$ cat config.mk
export PLATFORM = sky130hd
export DESIGN_NAME = dmem_streamer
export DESIGN_NICKNAME = d
export VERILOG_FILES = /design/src/rtl/dmem_pkg.sv /design/src/rtl/dmem_streamer.sv
export SDC_FILE = /design/constraint.sdc
export NUM_CORES = 1
export LEC_CHECK = 0
export BUFFER_PORTS_ARGS = -buffer_cell sky130_fd_sc_hd__buf_2
export CORE_MARGIN = 2
export CORE_UTILIZATION = 25
export DETAILED_ROUTE_END_ITERATION = 10
export GPL_TIMING_DRIVEN = 1
export SETUP_SLACK_MARGIN = 0.05
export SYNTH_ARGS = -nofsm -noshare
export SYNTH_HDL_FRONTEND = slang
export SYNTH_SLANG_ARGS = --single-unit
$ cat constraint.sdc
create_clock -name Clk -period 1.72 [get_ports Clk]
set_input_delay 0.086 -clock Clk [delete_from_list [all_inputs] [get_ports Clk]]
set_output_delay 0.086 -clock Clk [all_outputs]
set_load 0.02 [all_outputs]
$ cat src/rtl/dmem_pkg.sv
// Shared types and default sizes for the data-memory bulk-access initiator.
package dmem_pkg;

    localparam int DMEM_AW = 8;
    localparam int DMEM_DW = 8;

    typedef enum logic [1:0] {
        IDLE = 2'd0,
        RUN  = 2'd1,
        DONE = 2'd2
    } state_t;

    typedef enum logic {
        DUMP = 1'b0,
        FILL = 1'b1
    } mode_t;

endpackage

$ cat src/rtl/dmem_streamer.sv
// Bulk-access initiator for the core's data memory: walks an address window
// and either streams every byte out (dump, with sum/XOR checksums) or writes
// a constant byte into every cell (fill).
//
// Stream handshake: a beat transfers on every rising edge where OutValid and
// OutReady are both high. Once OutValid is raised, OutData/OutAddr/OutLast
// stay stable and OutValid stays high until that transfer happens; OutValid
// never depends combinationally on OutReady.
module dmem_streamer
    import dmem_pkg::*;
#(
    parameter int AW = DMEM_AW,
    parameter int DW = DMEM_DW
) (
    input  logic          Clk,
    input  logic          Reset,
    input  logic          Start,
    input  logic          Mode,
    input  logic [AW-1:0] Base,
    input  logic [AW:0]   Len,
    input  logic [DW-1:0] FillVal,
    output logic          Busy,
    output logic          Done,
    output logic [DW-1:0] SumOut,
    output logic [DW-1:0] XorOut,
    output logic          OutValid,
    input  logic          OutReady,
    output logic [DW-1:0] OutData,
    output logic [AW-1:0] OutAddr,
    output logic          OutLast,
    output logic [AW-1:0] MemAddrA,
    output logic [AW-1:0] MemAddrB,
    output logic [DW-1:0] MemDataIn,
    output logic          MemWriteEn,
    input  logic [DW-1:0] MemDataOut
);

    localparam logic [AW-1:0] ADDR_ONE = 1;
    localparam logic [AW:0]   LEFT_ONE = 1;
    localparam logic [AW:0]   LEFT_ZERO = '0;

    state_t        state_q, state_d;
    mode_t         mode_q;
    logic [DW-1:0] fill_q;
    logic [AW-1:0] addr_q;
    logic [AW:0]   left_q;
    logic [DW-1:0] sum_q, xor_q;
    logic          out_valid_q, out_last_q;
    logic [DW-1:0] out_data_q;
    logic [AW-1:0] out_addr_q;
    logic          load, accept;

    // The output register may take a new beat when it is empty or draining.
    assign load   = !out_valid_q || OutReady;
    assign accept = out_valid_q && OutReady;

    assign Busy     = (state_q != IDLE);
    assign Done     = (state_q == DONE);
    assign SumOut   = sum_q;
    assign XorOut   = xor_q;
    assign OutValid = out_valid_q;
    assign OutData  = out_data_q;
    assign OutAddr  = out_addr_q;
    assign OutLast  = out_last_q;

    // State register; a synchronous reset aborts any walk at the next edge.
    always_ff @(posedge Clk) begin
        if (Reset) begin
            state_q <= IDLE;
        end else begin
            state_q <= state_d;
        end
    end

    // Next-state decode and direct memory port drive (write strobe is purely
    // a function of state so it drops the cycle after reset).
    always_comb begin
        state_d    = state_q;
        MemAddrA   = '0;
        MemAddrB   = '0;
        MemDataIn  = '0;
        MemWriteEn = 1'b0;
        case (state_q)
            IDLE: begin
                if (Start) begin
                    state_d = (Len == LEFT_ZERO) ? DONE : RUN;
                end
            end
            RUN: begin
                if (mode_q == FILL) begin
                    // The memory stores its B-port value, so the fill byte
                    // goes out on both MemAddrB and MemDataIn.
                    MemWriteEn = 1'b1;
                    MemAddrA   = addr_q;
                    MemAddrB   = fill_q;
                    MemDataIn  = fill_q;
                    if (left_q == LEFT_ONE) begin
                        state_d = DONE;
                    end
                end else begin
                    MemAddrB = addr_q;
                    if (accept && out_last_q) begin
                        state_d = DONE;
                    end
                end
            end
            DONE: begin
                state_d = IDLE;
            end
            default: begin
                state_d = IDLE;
            end
        endcase
    end

    // Command latch, address walk, output beat register and checksums.
    always_ff @(posedge Clk) begin
        if (Reset) begin
            mode_q      <= DUMP;
            fill_q      <= '0;
            addr_q      <= '0;
            left_q      <= '0;
            sum_q       <= '0;
            xor_q       <= '0;
            out_valid_q <= 1'b0;
            out_last_q  <= 1'b0;
            out_data_q  <= '0;
            out_addr_q  <= '0;
        end else begin
            case (state_q)
                IDLE: begin
                    if (Start) begin
                        mode_q <= mode_t'(Mode);
                        fill_q <= FillVal;
                        addr_q <= Base;
                        left_q <= Len;
                        sum_q  <= '0;
                        xor_q  <= '0;
                    end
                end
                RUN: begin
                    if (mode_q == FILL) begin
                        addr_q <= addr_q + ADDR_ONE;
                        left_q <= left_q - LEFT_ONE;
                    end else begin
                        if (accept) begin
                            sum_q <= sum_q + out_data_q;
                            xor_q <= xor_q ^ out_data_q;
                        end
                        if (load) begin
                            if (left_q != LEFT_ZERO) begin
                                out_data_q  <= MemDataOut;
                                out_addr_q  <= addr_q;
                                out_valid_q <= 1'b1;
                                out_last_q  <= (left_q == LEFT_ONE);
                                addr_q      <= addr_q + ADDR_ONE;
                                left_q      <= left_q - LEFT_ONE;
                            end else begin
                                out_valid_q <= 1'b0;
                            end
                        end
                    end
                end
                default: begin
                end
            endcase
        end
    end

endmodule

==> results of run 1 <==
## sequential cells by signal, summed over array words and instances (netlist names)
| signal | cells |
|---|---|
| OutAddr | 8 |
| OutData | 8 |
| OutLast | 1 |
| OutValid | 1 |
| SumOut | 8 |
| XorOut | 8 |
| addr_q | 8 |
| fill_q | 8 |
| left_q | 9 |
| mode_q | 1 |
| state_q | 2 |
## worst min-delay path, delay by kind of cell
| kind | cells | cell delay (ns) |
|---|---|---|
| buf+inv | 1 | 0.07 |
| mux | 1 | 0.06 |
| simple gates | 1 | 0.08 |
## cell type report
type	instances	area [sq um]	share of cell area
Tap cell	176	220	0.0446
Inverter	7	26.3	0.00532
Timing Repair Buffer	151	1030	0.208
Multi-Input combinational cell	313	2110	0.427
Sequential cell	62	1270	0.257
Clock inverter	5	33.8	0.00684
Clock buffer	11	253	0.0512
## timing repair
action	CTS	global route
endpoints found under the hold margin	12	0
gates resized for setup	42	16
setup buffers	8	7
setup endpoints to repair	40	35
pin swaps	10	16
hold buffers	12	0
## power breakdown
part	internal, mW	switching [mW]
Sequential	1.70	0.287
Combinational	1.34	1.59
Clock	1.05	0.665
## layer usage
metal  up-vias  part of all wire
li1       1701                 -
met1      1627              0.46
met2        95              0.47
met5         -                 0
met4         0             0.026
met3        20             0.044
## stage by stage
step / power [mW] / cells / cell area, sq um
6_report: 6.63 / 725 / 4940
5_1_grt: 7.04 / 725 / 4940
4_1_cts: 6.46 / 718 / 4820
3_5_place_dp: 4.48 / 682 / 4190
3_3_place_gp: 4.41 / 682 / 4190
2_1_floorplan: 3.69 / 410 / 3420
## worst paths after layout
check / start / endpoint / slack, ns
worst min-delay path: MemDataOut[5] / OutData[5] / 0.004
worst min register to register: fill_q[4] / fill_q[4] / 0.46
worst max-delay path: OutData[1] / SumOut[7] / -0.02
worst max register to register: OutData[1] / SumOut[7] / -0.02
## cells by family (layout without fill, tap and decap cells)
logic type | count (synthesis) | after routing | share of synthesized area
AOI/OAI and AO/OA | 97 | 97 | 0.182
xor gates and xnor gates | 12 | 12 | 0.0317
adders and majority gates | 12 | 12 | 0.0475
buffers and inverters | 35 | 174 | 0.0547
DFF | 62 | 62 | 0.374
muxes | 18 | 18 | 0.0543
and+or+nand+nor | 174 | 174 | 0.256
## synthesized netlist by cell type (all sizes together), types with 2 or more instances
| library cell | instances | share of area |
|---|---|---|
| buf | 14 | 0.031 |
| o31ai | 6 | 0.014 |
| nor3b | 2 | 0.0079 |
| a21oi | 40 | 0.060 |
| ha | 11 | 0.041 |
| a22o | 3 | 0.0079 |
| nor3 | 3 | 0.0045 |
| clkbuf | 14 | 0.016 |
| o211ai | 2 | 0.0045 |
| nand3b | 4 | 0.0091 |
| a211oi | 2 | 0.0060 |
| nor4 | 3 | 0.010 |
| nor2 | 45 | 0.051 |
| mux2i | 18 | 0.054 |
| nand2 | 65 | 0.074 |
| and3 | 20 | 0.038 |
| a311oi | 2 | 0.0053 |
| or4 | 2 | 0.0045 |
| a31oi | 4 | 0.0075 |
| xor2 | 10 | 0.026 |
| nand2b | 7 | 0.013 |
| dfxtp | 62 | 0.37 |
| nand4b | 4 | 0.012 |
| o21ai | 18 | 0.028 |
| inv | 7 | 0.0079 |
| nand3 | 13 | 0.020 |
| xnor2 | 2 | 0.0053 |
| a21o | 12 | 0.027 |
==> results.yml, run 1 <==
status:
  status: "finished with violations"
  violations: "negative setup slack"
timing:
  worstMarginPinSlew_ns: 0.356
  relSlewSlack: 0.762
  finalHoldViolCount: 0
  report.final.slew_viol_count: 0
  fin_hold_ws_ns: 0.00362
  setup_ws_ns: -0.0156
  tns_ns: -0.0156
  setup_violations: 1
  finalCritPeriodShare: 1.01
  period_minus_slack_ns: 1.74
  fin_worst_skew_ns: 0.00709
  max_freq_ghz: 0.576
  rsz0062_at_grt: "yes"
finish:
  syn_to_final_growth_pct: 48.9
  diodes: 0
  layout-drive-gt1-share: 0.379
  final.fill_count: 1318
  layout_commonest_cell: "buf_2"
  fin_nets: 594
  layout_common_cells: "90 x buf_2, 65 x nand2_1, 49 x dfxtp_1"
  postLayoutCoreUtil: 0.378
worst_setup_path:
  critPathMaxStageDelay_ns: 0.41
  cp_num_buf_inv: 0
  arrival_ns: 2.00
  cp_slowest_cell: "or4_1"
  startpoint_type: "flop"
  rr_worst_depth: 6
  crit_cells: 6
  worstSetupEndpointType: "flop"
  cp_top_family: "simple AND/OR/NAND/NOR gates"
  worstSetupPathType: "reg2reg"
  cp_data_required_time_ns: 1.98
  cp_cell_sequence: "ha_4, a211oi_4, nor3_2, mux2i_1, or4_1, a31oi_1"
  cp_max_fo: 3
grt:
  grt_pass1_wl_microns: 16900
  grt_most_used_layer: "met2"
  met3_usage: 0.0307
  antenna_found_initial: 0
  use_met2: 0.250
  grt_start_max_net_pins: 40
  grt_pass1_vias: 3267
  grt_usage: 0.152
  use_met1: 0.192
  gr-total-overflow: 0
clock_tree:
  cts.sinks: 62
  htreeDepth: 3
  clk_path_buf_depth: 2
  cts_buffers: 9
  clock_latency_ns: 0.34
  cts_tree: "done"
  cts-root-buf: "clkbuf_16"
  clk_pin_slew_ns: 0.05
yosys:
  synth-seq-area-share: 0.374
  synth_flop_cell: "dfxtp_1"
  ys_ff_latch: 62
  synthesis.instances: 410
  synth_edf_count: 0
  ys_warn_count: 0
  syn_avg_cell_area_sq_um: 8.09
  ys_types: 53
  syn_area_sq_mm: 0.00332
  async_reset_ff_frac: 0
  syn-num-nets: 460
min_path:
  hold_depth: 3
  hp-class: "in2reg"
power:
  p_leak_nw: 2.36
  p_per_area_mw_per_mm2: 1340
  worst_ir_drop_vdd_mv: 0.571
floorplanning:
  chipWidth_microns: 119
  initial_core_util: 0.254
  dieHeight_microns: 119
  core-area_sq_mm: 0.0131
  rows: 42
  die_area_sq_mm: 0.0142
  io_pins: 99
detailed_routing:
  via_count: 3443
  drcViolationCount: 0
  ant_nets: 0
  vias_per_cell: 4.75
  drt_first_pass_iters: 4
  wirelength_microns: 10900
  drt_iter0_drc: 192
  wire_per_inst_microns: 15.0
place:
  io_buffer_count: 98
  place.detailed.hpwl_microns: 7860
  place_ws_ns: -0.0825
  gp_congestion: 0.849
job:
  drv.max_cap_violation_count: 0
(Power assumes the default switching activity.)
==> inputs of run 2 (changes only) <==
--- a/config.mk
+++ b/config.mk
@@ -10,6 +10,7 @@
 export CORE_UTILIZATION = 25
 export DETAILED_ROUTE_END_ITERATION = 10
 export GPL_TIMING_DRIVEN = 1
+export MAX_ROUTING_LAYER = met4
 export SETUP_SLACK_MARGIN = 0.05
 export SYNTH_ARGS = -nofsm -noshare
 export SYNTH_HDL_FRONTEND = slang
==> results.yml, run 2 (synthesized netlist as in run 1, its figures left out) <==
timing:
  setup_violations: 1
  setup_ws_ns: -0.00445
  finalCritPeriodShare: 1.00
  fin_hold_ws_ns: -0.00245
  fin_worst_skew_ns: 0.00695
  max_freq_ghz: 0.580
  worstMarginPinSlew_ns: 0.361
  rsz0062_at_grt: "yes"
  finalHoldViolCount: 1
  relSlewSlack: 0.758
  report.final.slew_viol_count: 0
  period_minus_slack_ns: 1.72
detailed_routing:
  wire_per_inst_microns: 15.1
  drt_first_pass_iters: 5
  drt_iter0_drc: 207
  vias_per_cell: 4.74
  via_count: 3440
  ant_nets: 0
  wirelength_microns: 10900
  drcViolationCount: 0
grt:
  met3_usage: 0.0321
  grt_pass1_vias: 3252
  grt_most_used_layer: "met2"
  grt_pass1_wl_microns: 16900
  gr-total-overflow: 0
  grt_start_max_net_pins: 40
  antenna_found_initial: 0
  use_met1: 0.196
  use_met2: 0.249
  grt_usage: 0.157
finish:
  largest_reg_flops: 9
  final.fill_count: 1318
  fin_nets: 594
  layout-drive-gt1-share: 0.379
  layout_common_cells: "90 x buf_2, 65 x nand2_1, 49 x dfxtp_1"
  layout_commonest_cell: "buf_2"
  design_area_sq_mm: 0.00494
  regMostFlops: "left_q"
  instances_no_fill: 725
  diodes: 0
  syn_to_final_growth_pct: 48.9
job:
  drv.max_cap_violation_count: 0
worst_setup_path:
  r2r_start: "OutData[1]"
  r2r_slack_ns: -0.004
  cp_max_fo: 3
  cp_cell_sequence: "ha_4, a211oi_4, nor3_2, mux2i_1, or4_1, a31oi_1"
  cp_data_required_time_ns: 1.99
  worstSetupEndpointType: "flop"
  worstSetupPathType: "reg2reg"
  rr_worst_depth: 6
  cp_slowest_cell: "or4_1"
  reg2reg_to: "SumOut[7]"
  startpoint: "OutData[1]"
  critPathMaxStageDelay_ns: 0.40
  startpoint_type: "flop"
  cp-endpoint: "SumOut[7]"
  arrival_ns: 1.99
power:
  power_frac_clock: 0.260
  p_leak_nw: 2.36
  switching_share: 0.385
  p_per_area_mw_per_mm2: 1340
  p_switching_mw: 2.55
  p_seq_frac: 0.299
  intPower_mw: 4.09
  worst_ir_drop_vdd_mv: 0.587
  combPwrFrac: 0.441
floorplanning:
  core-area_sq_mm: 0.0131
  die_area_sq_mm: 0.0142
  chipWidth_microns: 119
  dieHeight_microns: 119
  io_pins: 99
  initial_core_util: 0.254
  rows: 42
clock_tree:
  cts_buffers: 9
  cts-root-buf: "clkbuf_16"
  clk_pin_slew_ns: 0.05
  clk_path_buf_depth: 2
  cts.sinks: 62
  clock_latency_ns: 0.34
  cts_tree: "done"
  htreeDepth: 3
place:
  place.detailed.hpwl_microns: 7860
  dpl_cell_area_sq_mm: 0.00419
  gp_congestion: 0.862
  io_buffer_count: 98
  dpl.cell_count: 682
min_path:
  hp-class: "in2reg"
  hp-start: "MemDataOut[5]"
status:
  status: "finished with violations"
  violations: "negative hold slack, negative setup slack"
-- run 2: what timing repair did --
action / 4_1_cts / 5_1_grt
gates resized for setup: 42 / 16
hold buffers: 12 / 0
pin swaps: 10 / 16
cloned: 0 / 0
setup endpoints to repair: 40 / 36
buffers inserted: 8 / 7
endpoints found under the hold margin: 12 / 0
-- run 2: layout make-up --
class / count / area (sq um) / share of cell area
multi-input combinational: 313 / 2110 / 0.427
sequential: 62 / 1270 / 0.257
timing repair buffer: 151 / 1030 / 0.208
clock buffer: 11 / 253 / 0.0512
tap: 176 / 220 / 0.0446
clock inverter: 5 / 33.8 / 0.00684
inverter: 7 / 26.3 / 0.00532
-- run 2: per-layer routing --
metal / up-vias / wire length (microns)
li1: 1701 / -
met4: 0 / 257
met1: 1621 / 4930
met5: - / 0
met3: 17 / 563
met2: 101 / 5180
-- run 2: per-stage QoR --
stage,util,hold slack (ns),setup WS [ns],total power [mW],setup TNS [ns]
2_1_floorplan,-,0.222,0.0181,3.69,0
3_3_place_gp,0.320,0.321,0.00298,4.41,0
3_5_place_dp,0.320,0.326,-0.0825,4.48,-0.271
4_1_cts,0.368,0.00246,0.00574,6.46,0
5_1_grt,0.378,0.0125,-0.0583,7.04,-0.122
6_report,0.378,-0.00245,-0.00445,6.64,-0.00445
-- run 2: worst max-delay path: cells and delay by family (launching register included) --
family                     cells  cell delay, ns
muxes                          1            0.13
and+or+nand+nor                2            0.48
DFF                            1            0.35
adders and majority gates      1            0.25
AOI/OAI and AO/OA              2            0.45
-- run 2: how the worst min path moves through the flow --
stage / end / slack, ns / cells past startpoint
global route: OutData[5] / 0.01 / 3
global placement: OutData[3] / 0.32 / 3
finish: OutData[5] / -0.002 / 3
floorplan: fill_q[0] / 0.22 / 2
CTS: OutData[7] / 0.002 / 3
detailed placement: OutData[4] / 0.33 / 3
-- run 2: power by group through the flow --
| stage | logic [mW] | clock network, mW | registers [mW] |
|---|---|---|---|
| 6_report | 2.93 | 1.72 | 1.99 |
| 5_1_grt | 3.20 | 1.82 | 2.02 |
| 4_1_cts | 2.72 | 1.76 | 1.97 |
| 3_3_place_gp | 2.43 | 0 | 1.99 |
| 3_5_place_dp | 2.48 | 0 | 2.00 |
| 2_1_floorplan | 1.68 | 0 | 2.01 |
